===== config.mk =====
export PLATFORM = sky130hd
export DESIGN_NAME = led_pattern_seq_flat
export DESIGN_NICKNAME = d
export VERILOG_FILES = /design/src/rtl/led_pattern_seq_pkg.sv /design/src/rtl/led_pattern_seq_if.sv /design/src/rtl/led_pattern_seq_prescaler.sv /design/src/rtl/led_pattern_seq.sv /design/src/flat_wrapper.sv
export SDC_FILE = /design/constraint.sdc
export NUM_CORES = 1
export LEC_CHECK = 0
export CORE_MARGIN = 5
export CORE_UTILIZATION = 47
export CTS_CLUSTER_DIAMETER = 50
export DETAILED_ROUTE_END_ITERATION = 10
export HOLD_SLACK_MARGIN = 0.1
export PLACE_DENSITY_LB_ADDON = 0.3
export SLEW_MARGIN = 20
export SYNTH_ARGS = -nofsm -noshare
export SYNTH_HDL_FRONTEND = slang
export SYNTH_SLANG_ARGS = --single-unit

===== constraint.sdc =====
create_clock -name clock -period 1.9 [get_ports clock]
set_input_delay 0.285 -clock clock [delete_from_list [all_inputs] [get_ports clock]]
set_output_delay 0.285 -clock clock [all_outputs]
set_load 0.01 [all_outputs]

===== src/rtl/led_pattern_seq_pkg.sv =====
// Shared definitions for the LED pattern sequencer: pattern mode encoding
// and the per-mode seed pattern.
package led_seq_pkg;

    typedef enum logic [1:0] {
        MODE_ROT_L  = 2'd0,
        MODE_ROT_R  = 2'd1,
        MODE_BOUNCE = 2'd2,
        MODE_COUNT  = 2'd3
    } mode_e;

    // Starting pattern for a mode, LSB-aligned; callers truncate to their LED width.
    function automatic logic [15:0] led_seed(input logic [1:0] mode, input int led_w);
        case (mode)
            MODE_ROT_R: return 16'd1 << (led_w - 1);
            MODE_COUNT: return 16'd0;
            default:    return 16'd1;
        endcase
    endfunction

endpackage


===== src/rtl/led_pattern_seq_if.sv =====
// Control and LED-output bundle between the board switch/button logic
// (master) and the LED pattern sequencer (slave).
interface led_pattern_seq_if #(
    parameter int LED_W = 4
);
    logic [1:0]       mode;
    logic             run;
    logic             step;
    logic [1:0]       speed;
    logic [LED_W-1:0] led;
    logic             tick;
    logic             dir;

    modport master (output mode, run, step, speed, input led, tick, dir);
    modport slave  (input mode, run, step, speed, output led, tick, dir);
endinterface


===== src/rtl/led_pattern_seq_prescaler.sv =====
// Free-running tick prescaler: advance pulse every (TICK_DIV >> speed)
// cycles while run is high; counter cleared while run is low.
module tick_prescaler #(
    parameter int TICK_DIV = 6_000_000,
    parameter int CNT_W    = 24
) (
    input  logic       clock,
    input  logic       reset,
    input  logic       run,
    input  logic [1:0] speed,
    output logic       adv_o
);
    localparam logic [CNT_W:0] DIV_FULL = (CNT_W+1)'(TICK_DIV);

    logic [CNT_W-1:0] count;
    logic [CNT_W:0]   period_m1;
    logic             at_end;

    // >= rather than == so a speed-up mid-count fires on the very next cycle.
    always_comb begin
        period_m1 = (DIV_FULL >> speed) - (CNT_W+1)'(1);
        at_end    = ({1'b0, count} >= period_m1);
    end

    assign adv_o = run && at_end;

    always_ff @(posedge clock or posedge reset) begin
        if (reset) begin
            count <= '0;
        end else if (!run || at_end) begin
            count <= '0;
        end else begin
            count <= count + 1'b1;
        end
    end

endmodule


===== src/rtl/led_pattern_seq.sv =====
// LED pattern sequencer: rotate-left/right, bounce and binary count patterns
// with run/pause, single-step and speed select. Build option
// LED_SEQ_ACTIVE_LOW_EN inverts the led pins for active-low boards.
module led_pattern_seq
    import led_seq_pkg::*;
#(
    parameter int LED_W    = 4,
    parameter int TICK_DIV = 6_000_000,
    parameter int CNT_W    = 24
) (
    input  logic               clock,
    input  logic               reset,
    led_pattern_seq_if.slave   bus
);
    mode_e            mode_q;
    logic [LED_W-1:0] pat;
    logic [LED_W-1:0] pat_nxt;
    logic [LED_W-1:0] seed_cur;
    logic             dir_q;
    logic             dir_nxt;
    logic             tick_q;
    logic             mode_chg;
    logic             pre_adv;
    logic             adv;
    logic             onehot;
    logic             up;

    assign mode_chg = (bus.mode != mode_q);
    assign seed_cur = LED_W'(led_seed(bus.mode, LED_W));

    // Holding the prescaler's run low on a mode change clears its count,
    // so the new pattern gets a full period before its first advance.
    tick_prescaler #(
        .TICK_DIV (TICK_DIV),
        .CNT_W    (CNT_W)
    ) u_prescaler (
        .clock (clock),
        .reset (reset),
        .run   (bus.run && !mode_chg),
        .speed (bus.speed),
        .adv_o (pre_adv)
    );

    assign adv = pre_adv || (!bus.run && bus.step && !mode_chg);

    always_comb begin
        pat_nxt = pat;
        dir_nxt = dir_q;
        up      = 1'b0;
        onehot  = (pat != '0) && ((pat & (pat - LED_W'(1))) == '0);
        case (mode_q)
            MODE_ROT_L:  pat_nxt = {pat[LED_W-2:0], pat[LED_W-1]};
            MODE_ROT_R:  pat_nxt = {pat[0], pat[LED_W-1:1]};
            MODE_BOUNCE: begin
                // Turn around when already sitting on the end we are heading for.
                up      = dir_q ? pat[0] : !pat[LED_W-1];
                pat_nxt = up ? (pat << 1) : (pat >> 1);
                dir_nxt = pat_nxt[LED_W-1] ? 1'b1 : (pat_nxt[0] ? 1'b0 : !up);
            end
            MODE_COUNT:  pat_nxt = pat + LED_W'(1);
        endcase
        if (mode_q != MODE_COUNT && !onehot) begin
            pat_nxt = seed_cur;
            dir_nxt = 1'b0;
        end
    end

    always_ff @(posedge clock or posedge reset) begin
        if (reset) begin
            pat    <= LED_W'(1);
            dir_q  <= 1'b0;
            tick_q <= 1'b0;
            mode_q <= MODE_ROT_L;
        end else begin
            mode_q <= mode_e'(bus.mode);
            tick_q <= adv;
            if (mode_chg) begin
                pat   <= seed_cur;
                dir_q <= 1'b0;
            end else if (adv) begin
                pat   <= pat_nxt;
                dir_q <= dir_nxt;
            end
        end
    end

`ifdef LED_SEQ_ACTIVE_LOW_EN
    assign bus.led = ~pat;
`else
    assign bus.led = pat;
`endif
    assign bus.tick = tick_q;
    assign bus.dir  = dir_q;

endmodule


===== src/flat_wrapper.sv =====
// flat-port wrapper written by rule: the top's interface ports become plain ports
module led_pattern_seq_flat import led_seq_pkg::*;
#(
    parameter int LED_W    = 4,
    parameter int TICK_DIV = 6_000_000,
    parameter int CNT_W    = 24
)
  (clock, reset, bus_mode, bus_run, bus_step, bus_speed, bus_led, bus_tick, bus_dir);
  led_pattern_seq_if #(.LED_W(LED_W)) bus_i ();
  input  logic clock;
  input  logic reset;
  input wire logic [$bits(bus_i.mode)-1:0] bus_mode;
  input wire logic [$bits(bus_i.run)-1:0] bus_run;
  input wire logic [$bits(bus_i.step)-1:0] bus_step;
  input wire logic [$bits(bus_i.speed)-1:0] bus_speed;
  output wire logic [$bits(bus_i.led)-1:0] bus_led;
  output wire logic [$bits(bus_i.tick)-1:0] bus_tick;
  output wire logic [$bits(bus_i.dir)-1:0] bus_dir;
  assign bus_i.mode = bus_mode;
  assign bus_i.run = bus_run;
  assign bus_i.step = bus_step;
  assign bus_i.speed = bus_speed;
  assign bus_led = bus_i.led;
  assign bus_tick = bus_i.tick;
  assign bus_dir = bus_i.dir;
  led_pattern_seq #(.LED_W(LED_W), .TICK_DIV(TICK_DIV), .CNT_W(CNT_W)) u_core (.clock(clock), .reset(reset), .bus(bus_i));
endmodule

== Word-level counts from Yosys, hierarchy flattened ==
Index checks and enable logic that the tools add are counted.
Widths: inputs -> output; s select.
Word-level totals
  register bits after elaboration: 32
  input port bits: 8
  output and inout port bits: 6
Cells by class
  $add $sub $neg: 4
  magnitude comparators: 1
  eq/ne operators: 7
  shift operators: 1
  mux-type cells: 14
  bitwise logic cells: 1
  reductions and logical operators: 20
Operators by type and width (count)
  $ge 24x25->1: 1
  $shr 23x2->25 const A: 1
  $sub 25x1->25 const B: 1
  $add 24x1->24 const B: 1
  $mux 24: 1
  $mux 4: 4
  $pmux 4 s4: 1
  $pmux 4 s2: 1
  $mux 1: 7
  $eq 2x2->1 const B: 3
  $logic_and 1x1->1: 6
  $logic_not 1->1: 6
  $add 4x1->4 const B: 1
  $and 4x4->4: 1
  $eq 2x1->1 const B: 2
  $logic_not 4->1: 1
  $reduce_bool 4->1: 1
  $sub 4x1->4 const B: 1
  $reduce_bool 3->1: 1
  $logic_not 2->1: 1
  $logic_or 1x1->1: 2
  $ne 2x2->1: 1
  $ne 2x2->1 const B: 1
  $reduce_and 2->1: 1
  $reduce_bool 2->1: 1

== Longest topological paths before layout ==
  word-level depth: 9
  gate-level depth with buffers: 13
  gate-level depth less buffers: 12

== Modules after synthesis ==
Synthesis repeated with hierarchy kept, for this count alone.
Unflattened totals
  cells, all modules: 280
  area total of the unflattened synthesis: 2716.4 µm²
Modules (own cells, without submodules)
  tick_prescaler: times used 1, cells an instance 200, area an instance 1985.7 µm²
  led_pattern_seq: times used 1, cells an instance 80, area an instance 730.7 µm²

== Least setup slack after synthesis ==
Ideal clock, no wire load.
  path type: input -> register
  start point: in bus_speed[0]
  end point: reg u_core.pat[1] (netlist: u_core.bus.led[1])
  library setup time: 125 ps
  data arrival time: 2567 ps
  setup slack: -792 ps
  stages on the path: 12
  buffers on the path: 0
  cells stage by stage: inv_1 ha_1 inv_1 ha_1 xor2_1 ha_1 nand4_1 nor3_1 a211oi_1 a41oi_2 nor2_1 mux2_2
On the way
  longest elaborated chain between the ends: 6
Ends and longest elaborated chain
  start: declaration: line flat_wrapper.sv:15  | input wire logic [$bits(bus_i.speed)-1:0] bus_speed;
  $shr 23x2->25: line led_pattern_seq_prescaler.sv:21  | period_m1 = (DIV_FULL >> speed) - (CNT_W+1)'(1);
  $sub 25x1->25: line led_pattern_seq_prescaler.sv:21
  $ge 24x25->1: line led_pattern_seq_prescaler.sv:22  | at_end = ({1'b0, count} >= period_m1);
  $logic_and 1x1->1: line led_pattern_seq_prescaler.sv:25  | assign adv_o = run && at_end;
  $logic_or 1x1->1: line led_pattern_seq.sv:44  | assign adv = pre_adv || (!bus.run && bus.step && !mode_chg);
  $reduce_bool 2->1 (no source line)
  end signal: assignment: line led_pattern_seq.sv:78  | pat <= seed_cur;
  end signal: assignment: line led_pattern_seq.sv:81  | pat <= pat_nxt;
  end: declaration: line led_pattern_seq.sv:16  | logic [LED_W-1:0] pat;
Every way passes these cells.
A chain may end at the register's enable or synchronous reset.

== Worst setup path in the final report ==
  start point: in bus_speed[0]
  end point: reg u_core.pat[2] (netlist: u_core.bus.led[2])
Same word-level chain as after synthesis.

==> results.cfg <==
[status]
status = finished, violations left
violations = setup timing

[clock_network]
postCtsHoldBufs = 0
cts_made_buffers = 5
ctsRootBufferMaster = clkbuf_8
cts.sinks = 32
htreeDepth = 2
clockBufferDepth = 2
cts_tree = done
cts.reportedPaths.clkPinSlew_ns = 0.08
clkLatencyLatePin_ns = 0.30

[die]
die_w_microns = 82.1
initial_utilization = 0.481
die_h_microns = 82.1
die-area_sq_um = 6740
rows = 26
core-area_sq_um = 5070
io_pins = 14

[logic_synthesis]
synth_top_area_frac = 0.318
synth_edf_count = 0
syn_inst = 279
synth.distinct_cells = 40
synth.cell_area_sq_um = 2440
yosys.area.top_type = dfrtp_1
synth_top_flop_cell = dfrtp_1
synth_area_leaders = dfrtp_1 32%, ha_1 17%, nor2_1 6.6%
yosysSeqAreaShare = 0.329
avgSynthCellArea_sq_um = 8.75
synthesis.nets = 320
ys_warn_count = 0
ys_seq_elements = 32
synthArstFlopShare = 1.00

[global_route]
antenna_found_initial = 0
grt_pass1_vias = 2232
grt_max_degree = 33
grt_pass1_wl_microns = 10600
grt.total_usage = 0.210
grt-ovfl-total = 0

[setup_path]
max_stage_delay_ns = 0.37
crit_path_start_kind = input port
path_cells = buf_8, clkinvlp_4, buf_6, ha_4, nor2_4, xor2_1, ha_1, nand4_1, nor4_4, o211ai_1, a41oi_2, or3b_1, o31ai_1
r2r_slack_ns = -0.25
worstPathArrival_ns = 2.68
path_max_fanout = 4
cp_slowest_cell = or3b_1
end_kind = flop
cp_num_buf_inv = 3
crit_family = simple AND/OR/NAND/NOR gates
required_ns = 2.10
setup.worst_path.class = input port to flop

[pwr]
leakage_nw = 1.53
power.density_nw_per_um2 = 495
max-vdd-ir-drop_uv = 398
p_total_mw = 1.72

[min_path]
hold_class = input port to asynchronous set/reset pin

[sta]
fin_ws_ns = -0.582
finalHoldViolations = 0
fmax_ghz = 0.403
rsz0062_at_grt = yes
drv_slew = 0
setup_viol = 30
whs_ns = 0.373
min_period_ns = 2.48
skew_ns = 0.0153
tightest_slew_ns = 0.419
slew_headroom = 0.720
fin_crit_sh = 1.31

[drt]
drtIter0Drc = 97
finalWirelength_microns = 6290
first_pass_iters = 4
vias_per_cell = 5.16
drc = 0
avgRoutedWirePerCell_microns = 14.8
final_antenna_net_count = 0
vias = 2189

[finish]
drive_above_1_share = 0.322
num_antenna_cells = 0
areaGrowthSynthToFinish_pct = 42.3
nNetsFinal = 394

[job]
drv_cap = 0

[placement]
post-dp-hpwl_microns = 4280
io_buffers = 13
place_congestion = 0.828
state kept, by name (all words and copies together) (netlist names):
name	flops
u_core.bus.dir	1
u_core.mode_q	2
u_core.bus.tick	1
u_core.u_prescaler.count	24
u_core.bus.led	4
metal layers:
| metal | track usage | vias up | part of all wire |
|---|---|---|---|
| li1 | - | 1111 | - |
| met1 | 0.270 | 1047 | 0.47 |
| met2 | 0.350 | 22 | 0.50 |
| met3 | 0.0373 | 9 | 0.020 |
| met4 | 0.0781 | 0 | 0.017 |
| met5 | 0 | - | 0 |
what timing repair did:
| item | CTS | global route |
|---|---|---|
| setup endpoints to repair | 30 | 30 |
| pin swaps | 13 | 3 |
| gates cloned | 3 | 0 |
| resized for setup | 26 | 20 |
| buffers inserted | 6 | 1 |
power by group:
group	internal (mW)	switching (mW)	total, mW
clock network	0.257	0.269	0.526
registers	0.699	0.0225	0.721
logic	0.247	0.227	0.473
worst paths after layout:
kind | startpoint | end | depth (start not counted)
min in group clock | bus_mode[1] | u_core.mode_q[1]$_DFF_PP0_ | 1
setup reg to reg | u_core.u_prescaler.count[16]$_DFF_PP0_ | u_core.bus.led[3]$_DFFE_PP0P_ | 7
max in group asynchronous | reset | u_core.bus.led[0]$_DFFE_PP1P_ | 3
setup / recovery | bus_speed[0] | u_core.bus.led[2]$_DFFE_PP0P_ | 13
hold / removal | reset | u_core.u_prescaler.count[12]$_DFF_PP0_ | 3
hold reg to reg | u_core.u_prescaler.count[0]$_DFF_PP0_ | u_core.u_prescaler.count[0]$_DFF_PP0_ | 2
cells in the mapped netlist, drive strengths merged (2+ instances only):
cell	instances
nor2	43
ha	33
dfrtp	31
nand2	22
a21oi	20
inv	17
xnor2	14
xor2	14
nand3	11
o21ai	8
clkbuf	5
nand4	5
nor3	5
buf	4
mux2	4
nand2b	4
and2	3
and3	3
nand3b	3
nor2b	3
o31ai	3
a211oi	2
a221oi	2
a31oi	2
a41oi	2
and4	2
mux2i	2
o22ai	2
cell usage in the layout (no fill, tap or decap), types with 3 or more instances in the layout:
cell and count:
buf_16 3, xor2_1 14, nor3_1 4, nor2_2 12
o31ai_1 3, clkbuf_8 5, ha_1 27, buf_6 3
ha_4 5, dfrtp_1 31, nand2b_1 3, nor2_1 28
inv_1 13, buf_4 54, nor2b_1 3, clkdlybuf4s50_1 11
nand4_1 5, nor2_4 3, o21ai_0 8, a21oi_1 20
nand3b_1 3, nand2_1 22, xnor2_1 13, nand3_1 9
through the flow:
stage          setup TNS, ns  instances  instance area (sq um)  utilization  setup WS [ns]
2_1_floorplan         -14.11        279                   2550            -         -0.723
5_1_grt               -18.94        424                   3470        0.684         -0.731
4_1_cts               -13.94        424                   3430        0.675         -0.586
3_3_place_gp          -35.38        408                   3140        0.620          -1.40
6_report              -14.99        424                   3470        0.684         -0.582
3_5_place_dp          -37.28        408                   3140        0.620          -1.49
layout make-up:
type / instances / area, sq um
clock inverter: 1 / 5.00
sequential: 32 / 802
timing repair buffer: 76 / 707
multi-input combinational: 221 / 1730
inverter: 17 / 70.1
tap: 70 / 87.6
clock buffer: 7 / 76.3
fill: 395 / 1600
worst reg2reg max path: stages, from the launching register on:
cell	delay, ns
dfrtp_1	0.41
ha_1	0.34
a21oi_1	0.12
o21ai_0	0.12
a211oi_2	0.30
a41oi_2	0.19
nor2_2	0.22
mux2_4	0.32
cells by family (layout without fill, tap and decap cells):
logic type               Yosys count  count (layout)  share of synthesized area
AND/OR/NAND/NOR                  109             109                      0.217
AO/OA/AOI/OAI                     45              45                      0.116
buffers and inverters             26             101                     0.0420
adder cells (fa/ha/maj)           33              33                      0.169
XOR/XNOR                          28              28                      0.100
flip-flops                        32              32                      0.329
multiplexers                       6               6                     0.0267
(Power assumes the default switching activity.)
